$ cat src/rtl/score_pkg.sv
// Shared types and constants for the multi-user score table.
package score_pkg;

  typedef enum logic [2:0] {
    ST_IDLE,
    ST_RD,
    ST_UPD,
    ST_SCAN,
    ST_CONV,
    ST_SHOW
  } state_e;

  typedef enum logic [1:0] {
    OP_WIN,
    OP_LOOSE,
    OP_DISP
  } op_e;

  function automatic int score_max(input int score_w);
    return (1 << score_w) - 1;
  endfunction

  // Smallest number of BCD digits whose range covers every score value.
  function automatic int min_digits(input int score_w);
    longint lim;
    longint pow;
    int     d;
    lim = (longint'(1) << score_w) - 1;
    pow = 10;
    d   = 1;
    for (int i = 0; i < 20; i++) begin
      if (pow <= lim) begin
        pow = pow * 10;
        d   = d + 1;
      end
    end
    return d;
  endfunction

  localparam int SCORE_W_DEF = 6;
  localparam int SCORE_MAX   = (1 << SCORE_W_DEF) - 1;

endpackage

$ cat src/rtl/score_bcd_conv.sv
// Sequential double-dabble: one shift-add-3 step per cycle, SCORE_W steps.
// bcd_out carries the finished result in the cycle done is high.
module score_bcd_conv #(
  parameter int SCORE_W = 6,
  parameter int DIGITS  = 2
) (
  input  logic                  clock,
  input  logic                  rst,
  input  logic                  start,
  input  logic                  abort,
  input  logic [SCORE_W-1:0]    bin_in,
  output logic                  done,
  output logic [4*DIGITS-1:0]   bcd_out
);

  localparam int BCD_W = 4 * DIGITS;
  localparam int CNT_W = $clog2(SCORE_W + 1);

  logic [SCORE_W-1:0] bin_q, bin_d;
  logic [BCD_W-1:0]   bcd_q, bcd_d;
  logic [CNT_W-1:0]   cnt_q, cnt_d;
  logic               run_q, run_d;
  logic [BCD_W-1:0]   adj;
  logic [BCD_W-1:0]   bcd_step;

  always_comb begin
    adj = bcd_q;
    for (int d = 0; d < DIGITS; d++) begin
      if (bcd_q[d*4 +: 4] >= 4'd5) adj[d*4 +: 4] = bcd_q[d*4 +: 4] + 4'd3;
    end
    bcd_step = {adj[BCD_W-2:0], bin_q[SCORE_W-1]};
  end

  always_comb begin
    bin_d   = bin_q;
    bcd_d   = bcd_q;
    cnt_d   = cnt_q;
    run_d   = run_q;
    done    = 1'b0;
    bcd_out = bcd_q;
    if (abort) begin
      run_d = 1'b0;
      cnt_d = '0;
    end else if (run_q) begin
      bin_d = {bin_q[SCORE_W-2:0], 1'b0};
      bcd_d = bcd_step;
      cnt_d = cnt_q - CNT_W'(1);
      if (cnt_q == CNT_W'(1)) begin
        run_d   = 1'b0;
        done    = 1'b1;
        bcd_out = bcd_step;
      end
    end else if (start) begin
      bin_d = bin_in;
      bcd_d = '0;
      cnt_d = CNT_W'(SCORE_W);
      run_d = 1'b1;
    end
  end

  always_ff @(posedge clock or posedge rst) begin
    if (rst) begin
      bin_q <= '0;
      bcd_q <= '0;
      cnt_q <= '0;
      run_q <= 1'b0;
    end else begin
      bin_q <= bin_d;
      bcd_q <= bcd_d;
      cnt_q <= cnt_d;
      run_q <= run_d;
    end
  end

endmodule

$ cat src/rtl/score_table_mu.sv
// Multi-user score table: per-user scores, top-score tracking with rescan, BCD readout.
//   state | meaning
//   IDLE  | waiting for an accepted request
//   RD    | read the latched user's slot
//   UPD   | write the updated score, update or invalidate the top score
//   SCAN  | walk all slots to rebuild the top score after the holder lost
//   CONV  | binary-to-BCD conversion of the slot value
//   SHOW  | display register loaded, disp_valid set
module score_table_mu
  import score_pkg::*;
#(
  parameter int NUM_USERS    = 8,
  parameter int ID_W         = $clog2(NUM_USERS),
  parameter int SCORE_W      = $clog2(SCORE_MAX + 1),
  parameter int LEVEL_W      = 4,
  parameter int LOSS_PENALTY = 1,
  parameter int DIGITS       = 2
) (
  input  logic                  clock,
  input  logic                  rst,
  input  logic                  auth_bit,
  input  logic                  green_user,
  input  logic                  log_out,
  input  logic [ID_W-1:0]       internal_id,
  input  logic [LEVEL_W-1:0]    level_num,
  input  logic                  win,
  input  logic                  loose,
  input  logic                  disp_button,
  output logic [4*DIGITS-1:0]   disp_out,
  output logic                  disp_valid,
  output logic                  green_max,
  output logic [SCORE_W-1:0]    max_score,
  output logic [ID_W-1:0]       max_id,
  output logic                  busy
);

  localparam int                SUM_W   = (SCORE_W > LEVEL_W ? SCORE_W : LEVEL_W) + 1;
  localparam logic [SUM_W-1:0]  SAT     = SUM_W'(score_max(SCORE_W));
  localparam logic [SCORE_W-1:0] PEN    = SCORE_W'(LOSS_PENALTY);
  localparam logic [ID_W-1:0]   LAST_ID = ID_W'(NUM_USERS - 1);

  if (DIGITS < min_digits(SCORE_W)) begin : g_digits_check
    $error("DIGITS too small for SCORE_W");
  end

  state_e                state_q, state_d;
  op_e                   op_q, op_d;
  logic [SCORE_W-1:0]    score_q [NUM_USERS];
  logic [SCORE_W-1:0]    score_d [NUM_USERS];
  logic [ID_W-1:0]       id_q, id_d;
  logic [LEVEL_W-1:0]    lvl_q, lvl_d;
  logic [SCORE_W-1:0]    rd_q, rd_d;
  logic [ID_W-1:0]       scan_idx_q, scan_idx_d;
  logic [SCORE_W-1:0]    best_q, best_d;
  logic [ID_W-1:0]       best_id_q, best_id_d;
  logic [SCORE_W-1:0]    max_score_q, max_score_d;
  logic [ID_W-1:0]       max_id_q, max_id_d;
  logic [4*DIGITS-1:0]   disp_out_q, disp_out_d;
  logic                  disp_valid_q, disp_valid_d;
  logic                  green_max_q, green_max_d;

  logic                  req_ok, win_acc, loose_acc, disp_acc;
  logic [ID_W-1:0]       rd_addr;
  logic [SCORE_W-1:0]    rd_data;
  logic [SUM_W-1:0]      sum;
  logic [SCORE_W-1:0]    win_val, loose_val, new_val;
  logic                  take;
  logic                  conv_start, conv_abort, conv_done;
  logic [4*DIGITS-1:0]   conv_bcd;

  score_bcd_conv #(
    .SCORE_W (SCORE_W),
    .DIGITS  (DIGITS)
  ) u_conv (
    .clock   (clock),
    .rst     (rst),
    .start   (conv_start),
    .abort   (conv_abort),
    .bin_in  (rd_data),
    .done    (conv_done),
    .bcd_out (conv_bcd)
  );

  always_comb begin
    state_d      = state_q;
    op_d         = op_q;
    score_d      = score_q;
    id_d         = id_q;
    lvl_d        = lvl_q;
    rd_d         = rd_q;
    scan_idx_d   = scan_idx_q;
    best_d       = best_q;
    best_id_d    = best_id_q;
    max_score_d  = max_score_q;
    max_id_d     = max_id_q;
    disp_out_d   = disp_out_q;
    disp_valid_d = disp_valid_q;
    conv_start   = 1'b0;
    conv_abort   = 1'b0;

    req_ok    = auth_bit && green_user && !log_out && (state_q == ST_IDLE);
    win_acc   = req_ok && win && !loose;
    loose_acc = req_ok && loose && !win;
    disp_acc  = req_ok && disp_button && !win && !loose;

    rd_addr = (state_q == ST_SCAN) ? scan_idx_q : id_q;
    rd_data = score_q[rd_addr];

    sum       = SUM_W'(rd_q) + SUM_W'(lvl_q);
    win_val   = (sum > SAT) ? SAT[SCORE_W-1:0] : sum[SCORE_W-1:0];
    loose_val = (rd_q < PEN) ? '0 : rd_q - PEN;
    new_val   = (op_q == OP_WIN) ? win_val : loose_val;
    // Strict compare keeps the lowest index on ties during the walk.
    take      = (scan_idx_q == '0) || (rd_data > best_q);

    case (state_q)
      ST_IDLE: begin
        if (win_acc || loose_acc || disp_acc) begin
          id_d    = internal_id;
          lvl_d   = level_num;
          op_d    = win_acc ? OP_WIN : (loose_acc ? OP_LOOSE : OP_DISP);
          state_d = ST_RD;
        end
        if (win_acc || loose_acc) disp_valid_d = 1'b0;
      end
      ST_RD: begin
        rd_d = rd_data;
        if (op_q == OP_DISP) begin
          conv_start = 1'b1;
          state_d    = ST_CONV;
        end else begin
          state_d = ST_UPD;
        end
      end
      ST_UPD: begin
        score_d[id_q] = new_val;
        state_d       = ST_IDLE;
        if (op_q == OP_WIN) begin
          if (new_val > max_score_q) begin
            max_score_d = new_val;
            max_id_d    = id_q;
          end
        end else if (id_q == max_id_q) begin
          scan_idx_d = '0;
          state_d    = ST_SCAN;
        end
      end
      ST_SCAN: begin
        if (take) begin
          best_d    = rd_data;
          best_id_d = scan_idx_q;
        end
        if (scan_idx_q == LAST_ID) begin
          max_score_d = take ? rd_data : best_q;
          max_id_d    = take ? scan_idx_q : best_id_q;
          state_d     = ST_IDLE;
        end else begin
          scan_idx_d = scan_idx_q + ID_W'(1);
        end
      end
      ST_CONV: begin
        if (log_out) begin
          conv_abort = 1'b1;
          state_d    = ST_IDLE;
        end else if (conv_done) begin
          disp_out_d   = conv_bcd;
          disp_valid_d = 1'b1;
          state_d      = ST_SHOW;
        end
      end
      ST_SHOW: state_d = ST_IDLE;
      default: state_d = ST_IDLE;
    endcase

    if (log_out) disp_valid_d = 1'b0;

    green_max_d = auth_bit && (internal_id == max_id_q) && (max_score_q != '0);
  end

  always_ff @(posedge clock or posedge rst) begin
    if (rst) begin
      state_q      <= ST_IDLE;
      op_q         <= OP_WIN;
      score_q      <= '{default: '0};
      id_q         <= '0;
      lvl_q        <= '0;
      rd_q         <= '0;
      scan_idx_q   <= '0;
      best_q       <= '0;
      best_id_q    <= '0;
      max_score_q  <= '0;
      max_id_q     <= '0;
      disp_out_q   <= '0;
      disp_valid_q <= 1'b0;
      green_max_q  <= 1'b0;
    end else begin
      state_q      <= state_d;
      op_q         <= op_d;
      score_q      <= score_d;
      id_q         <= id_d;
      lvl_q        <= lvl_d;
      rd_q         <= rd_d;
      scan_idx_q   <= scan_idx_d;
      best_q       <= best_d;
      best_id_q    <= best_id_d;
      max_score_q  <= max_score_d;
      max_id_q     <= max_id_d;
      disp_out_q   <= disp_out_d;
      disp_valid_q <= disp_valid_d;
      green_max_q  <= green_max_d;
    end
  end

  assign disp_out   = disp_out_q;
  assign disp_valid = disp_valid_q;
  assign green_max  = green_max_q;
  assign max_score  = max_score_q;
  assign max_id     = max_id_q;
  assign busy       = (state_q != ST_IDLE);

endmodule

$ cat config.mk
export PLATFORM = sky130hd
export DESIGN_NAME = score_table_mu
export DESIGN_NICKNAME = d
export VERILOG_FILES = /design/src/rtl/score_pkg.sv /design/src/rtl/score_bcd_conv.sv /design/src/rtl/score_table_mu.sv
export SDC_FILE = /design/constraint.sdc
export NUM_CORES = 1
export LEC_CHECK = 0
export CORE_MARGIN = 10
export CORE_UTILIZATION = 60
export DETAILED_ROUTE_END_ITERATION = 10
export HOLD_SLACK_MARGIN = 0.15
export PLACE_DENSITY = 0.91
export RECOVER_POWER = 25
export SYNTH_ARGS = -nofsm -noshare
export SYNTH_HDL_FRONTEND = slang
export SYNTH_SLANG_ARGS = --single-unit
$ cat constraint.sdc
create_clock -name clock -period 4.7 [get_ports clock]
set_input_delay 0.94 -clock clock [delete_from_list [all_inputs] [get_ports clock]]
set_output_delay 0.94 -clock clock [all_outputs]
set_load 0.05 [all_outputs]
== After elaboration in Yosys (flattened, before gate mapping) ==
Cells that the tools add are included.
Word-level totals
  ROM bits: 0
  output and inout port bits: 20
  input port bits: 15
  bits in latches: 0
  word-level logic and storage cells: 158
  memories: 0
  register bits: 115
  memory bits (writable): 0
Cells by class
  divide/modulo/power cells: 0
  multiply operators: 0
  reduce and logical (&&, ||, !) cells: 35
  magnitude comparators: 9
  add/subtract/negate cells: 6
  bitwise operators: 4
  equal/unequal tests: 18
  multiplexer cells: 61
  shift operators: 0
Operators with widths (count)
  6-bit two-way mux: 12
  3-bit two-way mux: 17
  48-bit bitwise mux: 1
  8-bit two-way mux: 5
  6-bit binary-select mux with 3-bit select: 1
  6-bit demux with 3-bit select: 1
  3-bit case mux with 5 select lines: 1
  1-bit two-way mux: 14
  1-bit logical AND: 13
  6-bit greater-than comparator: 2
  3-bit case mux with 2 select lines: 2
  6-bit case mux with 2 select lines: 1
  2-bit != test (second input constant): 5
  3-bit AND reduction: 3
  3-bit nonzero test: 3
  4-bit by 3-bit greater-or-equal comparator with 1-bit output (second input constant): 2
  4-bit greater-or-equal comparator (second input constant): 2
  2-bit two-way mux: 4
  3-bit inverter with 4-bit output: 2
  4-bit AND reduction: 2
  6-bit by 4-bit adder with 7-bit output: 1
  7-bit by 6-bit greater-than comparator with 1-bit output (second input constant): 1
  3-bit by 1-bit equality test with 1-bit output (second input constant): 2
  3-bit by 2-bit equality test with 1-bit output (second input constant): 2
  23 further kinds: 34

== Depth between registers and ports, before layout ==
  depth in word-level cells: 11
  depth in mapped cells: 16
  depth with buffers taken out: 14

== Cells and area by module ==
A second synthesis with hierarchy kept.
Second synthesis, totals
  cells, all modules: 612
  area, all modules: 6243.5 um^2
Modules (own cells, without submodules)
  score_table_mu: area an instance 5202.5 um^2, cells each 492, instances 1, sequential area each 2427.3 um^2
  score_bcd_conv: area an instance 1041.0 um^2, cells each 120, instances 1, sequential area each 450.4 um^2

== Least setup slack after synthesis ==
Ideal clock, no wire load.
  path type: register to register
  start point: register rd_q[0]
  end point: register max_score_q[5] (netlist: max_score[5])
  buffers on the path: 1
  setup slack: 988 ps
  required time: 4550 ps
  cell stages (with the launch flop): 16
  clock period less this slack: 3712 ps
  setup time: 150 ps
  arrival: 3562 ps
  cells stage by stage: dfrtp_1 -> ha_1 -> inv_1 -> fa_1 -> nand2b_1 -> a2111oi_0 -> nor3_1 -> a221oi_2 -> ha_1 -> nand3_1 -> o211ai_1 -> and2_1 -> a31o_2 -> buf_2 -> nor4_1 -> a2111oi_4
Between the ends
  longest elaborated chain between the ends: 7
  elaborated cells between the ends (all ways): 13
  those cells by class: add/sub: 2; order compare: 3; eq/ne: 1; mux: 6; reduce/logical: 1
RTL lines
  start, declared: RTL line score_table_mu.sv:52  | logic [SCORE_W-1:0] rd_q, rd_d;
  start signal, assigned: RTL line score_table_mu.sv:202  | rd_q <= rd_d;
  6-bit by 4-bit adder with 7-bit output: RTL line score_table_mu.sv:109  | sum = SUM_W'(rd_q) + SUM_W'(lvl_q);
  7-bit by 6-bit greater-than comparator with 1-bit output: RTL line score_table_mu.sv:110  | win_val = (sum > SAT) ? SAT[SCORE_W-1:0] : sum[SCORE_W-1:0];
  6-bit two-way mux: RTL line score_table_mu.sv:110
  6-bit two-way mux (*): RTL line score_table_mu.sv:112  | new_val = (op_q == OP_WIN) ? win_val : loose_val;
  net new_val[4]: RTL line score_table_mu.sv:66  | logic [SCORE_W-1:0] win_val, loose_val, new_val;
  6-bit greater-than comparator (*): RTL line score_table_mu.sv:139  | if (new_val > max_score_q) begin
  2-bit != test (no line) (*)
  4-bit AND reduction (no line) (*)
  end signal, assigned: RTL line score_table_mu.sv:206  | max_score_q <= max_score_d;
  end, declared: RTL line score_table_mu.sv:56  | logic [SCORE_W-1:0] max_score_q, max_score_d;
Mark *: on every way through the listed nets, which the timed path passes. The rest lies on a longest branch. The select of a mux whose other input is x is not followed.
A chain may end at the register's enable or synchronous reset.

== Worst setup path after layout ==
  start point: register rd_q[0]
  end point: register max_score_q[0] (netlist: max_score[0])
Same word-level chain as after synthesis.

==> flow_summary.toml <==
[status]
outcome = "finished, violations left"
violations = "capacitance limit, slew limit"

[detailed_routing]
first_pass_iters = 5
drt_wl_total_um = 16100
drc = 0
viasPerCell = 6.37
num_vias = 5018
wl_per_cell_um = 20.4
drt-initial-drc-count = 636
ant_nets = 0

[final_layout]
num_antenna_cells = 0
fin_nets = 684
area_growth_pct = 18.0
finalInstanceArea_mm2 = 0.00729
drive_above_1_share_pct = 15.3

[power_and_ir_drop]
pwr-share-comb_pct = 47.5
intPower_mw = 3.38
power.share.switching_pct = 42.9
powerDensity_mw_per_mm2 = 812
p_seq_share_pct = 29.6
p_total_mw = 5.92
ir_worst_vdd_v = 0.000490
leakage_nw = 3.34
p_switching_mw = 2.54
pwr-share-clk_pct = 22.9

[die]
fp.dieArea_mm2 = 0.0147
rows = 36
start_util_pct = 62.3
io_pins = 35
coreArea_mm2 = 0.00991
dieWidth_um = 121
die_h_um = 121

[yosys]
async_reset_ff_share_pct = 100
synth-compound-area-share_pct = 16.6
synthesis.nets = 640
yosysWarnings = 0
ys.flop_type = "dfrtp_1"
synthTopCellsByCount = "dfrtp_1, nand2_1, o21ai_0"
synthMostInstantiatedCell = "dfrtp_1"
synth_top_area_share_pct = 46.6
synthSimpleGateAreaFrac_pct = 12.6
synth_adder_area_share_pct = 5.59
synth-xor-area-share_pct = 1.56
synth_cell_types = 65
synth.ff_latch_count = 115
muxShareOfSynthArea_pct = 12.9
synth.area.top_cells = "dfrtp_1, mux2_2, ha_1, o21ai_0, mux2i_1"
synth_edf_count = 0
seq_area_frac_synth_pct = 46.6
synth_top_family_by_area = "compound AO/OA/AOI/OAI gates"
synth.avg_cell_area_um2 = 10.3
synth_cells = 598
synth_area_leader_cell = "dfrtp_1"
syn_area_mm2 = 0.00617

[worst_setup_path]
cp_slowest_cell = "a2111oi_0"
crit_type = "flip-flop to flip-flop"
worstRegToRegCells = 13
cp.arrival_ps = 4790
crit_path_max_incr_delay_ps = 690
path_cells = "ha_1 > inv_1 > fa_1 > nand2b_1 > a2111oi_0 > nor3_1 > a221oi_2 > ha_1 > nand3_1 > o211ai_1 > a21oi_1 > mux2_2 > a211oi_1"
cp.depth = 13
cp.required_ps = 5130
cp_max_fo = 6
cp_common_cell = "ha_1"
endpoint_kind = "flip-flop"
path_delay_family = "compound AO/OA/AOI/OAI gates"
cp_num_buf_inv = 1
startpoint_type = "flip-flop"

[sta]
min_period_ps = 4370
fin_skew_ps = 9.91
slew_headroom_pct = -66.6
max_slew.worst_pin.slew_ps = 2490
setup-tns-final_ps = 0
final_max_slew_viol_count = 59
fin_crit_sh_pct = 92.9
rsz0062_at_grt = "false"
hold_viol_final = 0
max_freq_ghz = 0.229
setup_violations = 0

[clock_network]
cts_num_sinks = 115
cts_buffer_depth = 2
h-tree-depth = 4
clk_pin_slew_ps = 60
cts_setup_buffers = 0
cts-buffers-inserted = 17
clkLatencyLatePin_ps = 540
cts_root_buffer = "clkbuf_8"
cts_tree = "yes"

[grt]
grt_first_pass_wirelength_um = 26300
gr-total-overflow = 0
antenna_found_initial = 0
grt_use_total_pct = 22.7
grt_pass1_vias = 5138
grt_max_degree = 59

[min_path]
min_path_type = "flip-flop to flip-flop"
hold_path_depth = 2

[job]
drv_cap = 1

[placement]
placed_area_mm2 = 0.00667
portBuffers = 34
place_congestion = 1.03
hpwl_um = 10900
## logic make-up (layout without fill, tap and decap cells)
kind of cell	count (synthesis)	in the layout
XOR/XNOR	11	11
adder cells (fa/ha/maj)	27	27
multiplexers	68	68
buffers and inverters	59	116
flip-flops	115	115
AND/OR/NAND/NOR	163	163
AO/OA/AOI/OAI	155	155
## layer usage
metal	routed length (µm)	GRT usage, %
met4	551	11.5
met3	1380	7.12
met1	6480	27.2
met2	7680	36.2
met5	0	0
## worst reg2reg max path, cell delays in order (launching register included)
cell and delay [ps]:
dfrtp_1 430, ha_1 220, inv_1 60, fa_1 380
nand2b_1 220, a2111oi_0 700, nor3_1 140, a221oi_2 420
ha_1 350, nand3_1 130, o211ai_1 130, a21oi_1 500
mux2_2 400, a211oi_1 210
## sequential cells by signal, summed over array words and instances, names as in the netlist, 2 cells and up
signal / flops
disp_out: 8
best_id_q: 3
u_conv.cnt_q: 3
best_q: 6
u_conv.bcd_q: 8
score_q: 48
u_conv.bin_q: 6
lvl_q: 4
state_q: 3
rd_q: 6
max_score: 6
id_q: 3
scan_idx_q: 3
op_q: 2
max_id: 3
## final timing paths
path | slack, ps | endpoint | startpoint
max in group asynchronous | 1160 | score_q[30] | rst
min in group asynchronous | 1530 | lvl_q[0] | rst
hold reg to reg | 480 | score_q[31] | score_q[31]
setup reg to reg | 330 | max_score[0] | rd_q[0]
hold / removal | 480 | score_q[31] | score_q[31]
setup / recovery | 330 | max_score[0] | rd_q[0]
## final cells by class
class	count	area, µm²
Clock inverter	12	179
Clock buffer	20	445
Sequential cell	115	2880
Multi-Input combinational cell	424	3050
Fill cell	629	2620
Tap cell	133	166
Timing Repair Buffer	48	438
Inverter	36	136
## what timing repair did
action	CTS	global route
hold buffers	0	0
resized for setup	0	1
endpoints found under the hold margin	0	0
setup endpoints to repair	0	2
## per-stage QoR
stage          util, %  hold slack (ps)  instances  setup slack (ps)
5_1_grt           73.5              502        788               127
6_report          73.5              481        788               332
3_5_place_dp      67.3              471        756               321
4_1_cts           73.6              484        788               234
3_3_place_gp      67.3              460        756               691
2_1_floorplan        -              449        598               716
## power groups by stage
stage / Clock, mW / Combinational [mW] / Sequential (mW)
6_report: 1.36 / 2.81 / 1.75
3_5_place_dp: 0 / 2.64 / 1.74
3_3_place_gp: 0 / 2.48 / 1.71
4_1_cts: 1.37 / 2.72 / 1.73
5_1_grt: 1.42 / 3.03 / 1.79
2_1_floorplan: 0 / 1.87 / 1.67
## layout by cell type, fill, tap and decap left out, types with 3 or more instances in the layout
master	count
a211oi_1	7
a21o_1	6
a21oi_1	36
a22oi_1	11
a311oi_1	3
a31oi_1	4
a32o_1	3
a32oi_1	6
and2_1	5
and3_1	3
buf_4	12
bufinv_16	4
clkbuf_1	3
clkbuf_16	16
clkbuf_8	3
clkdlybuf4s50_1	31
clkinvlp_4	3
dfrtp_1	115
dlygate4sd3_1	3
ha_1	26
inv_1	35
mux2_2	39
mux2i_1	22
mux2i_4	3
nand2_1	56
nand2b_1	10
nand3_1	6
nand4_1	3
nor2_1	45
nor2b_1	8
nor3_1	13
nor3b_1	3
nor4_1	3
o21ai_0	51
xnor2_1	10
Note: power is estimated with default switching activity, not from simulation.
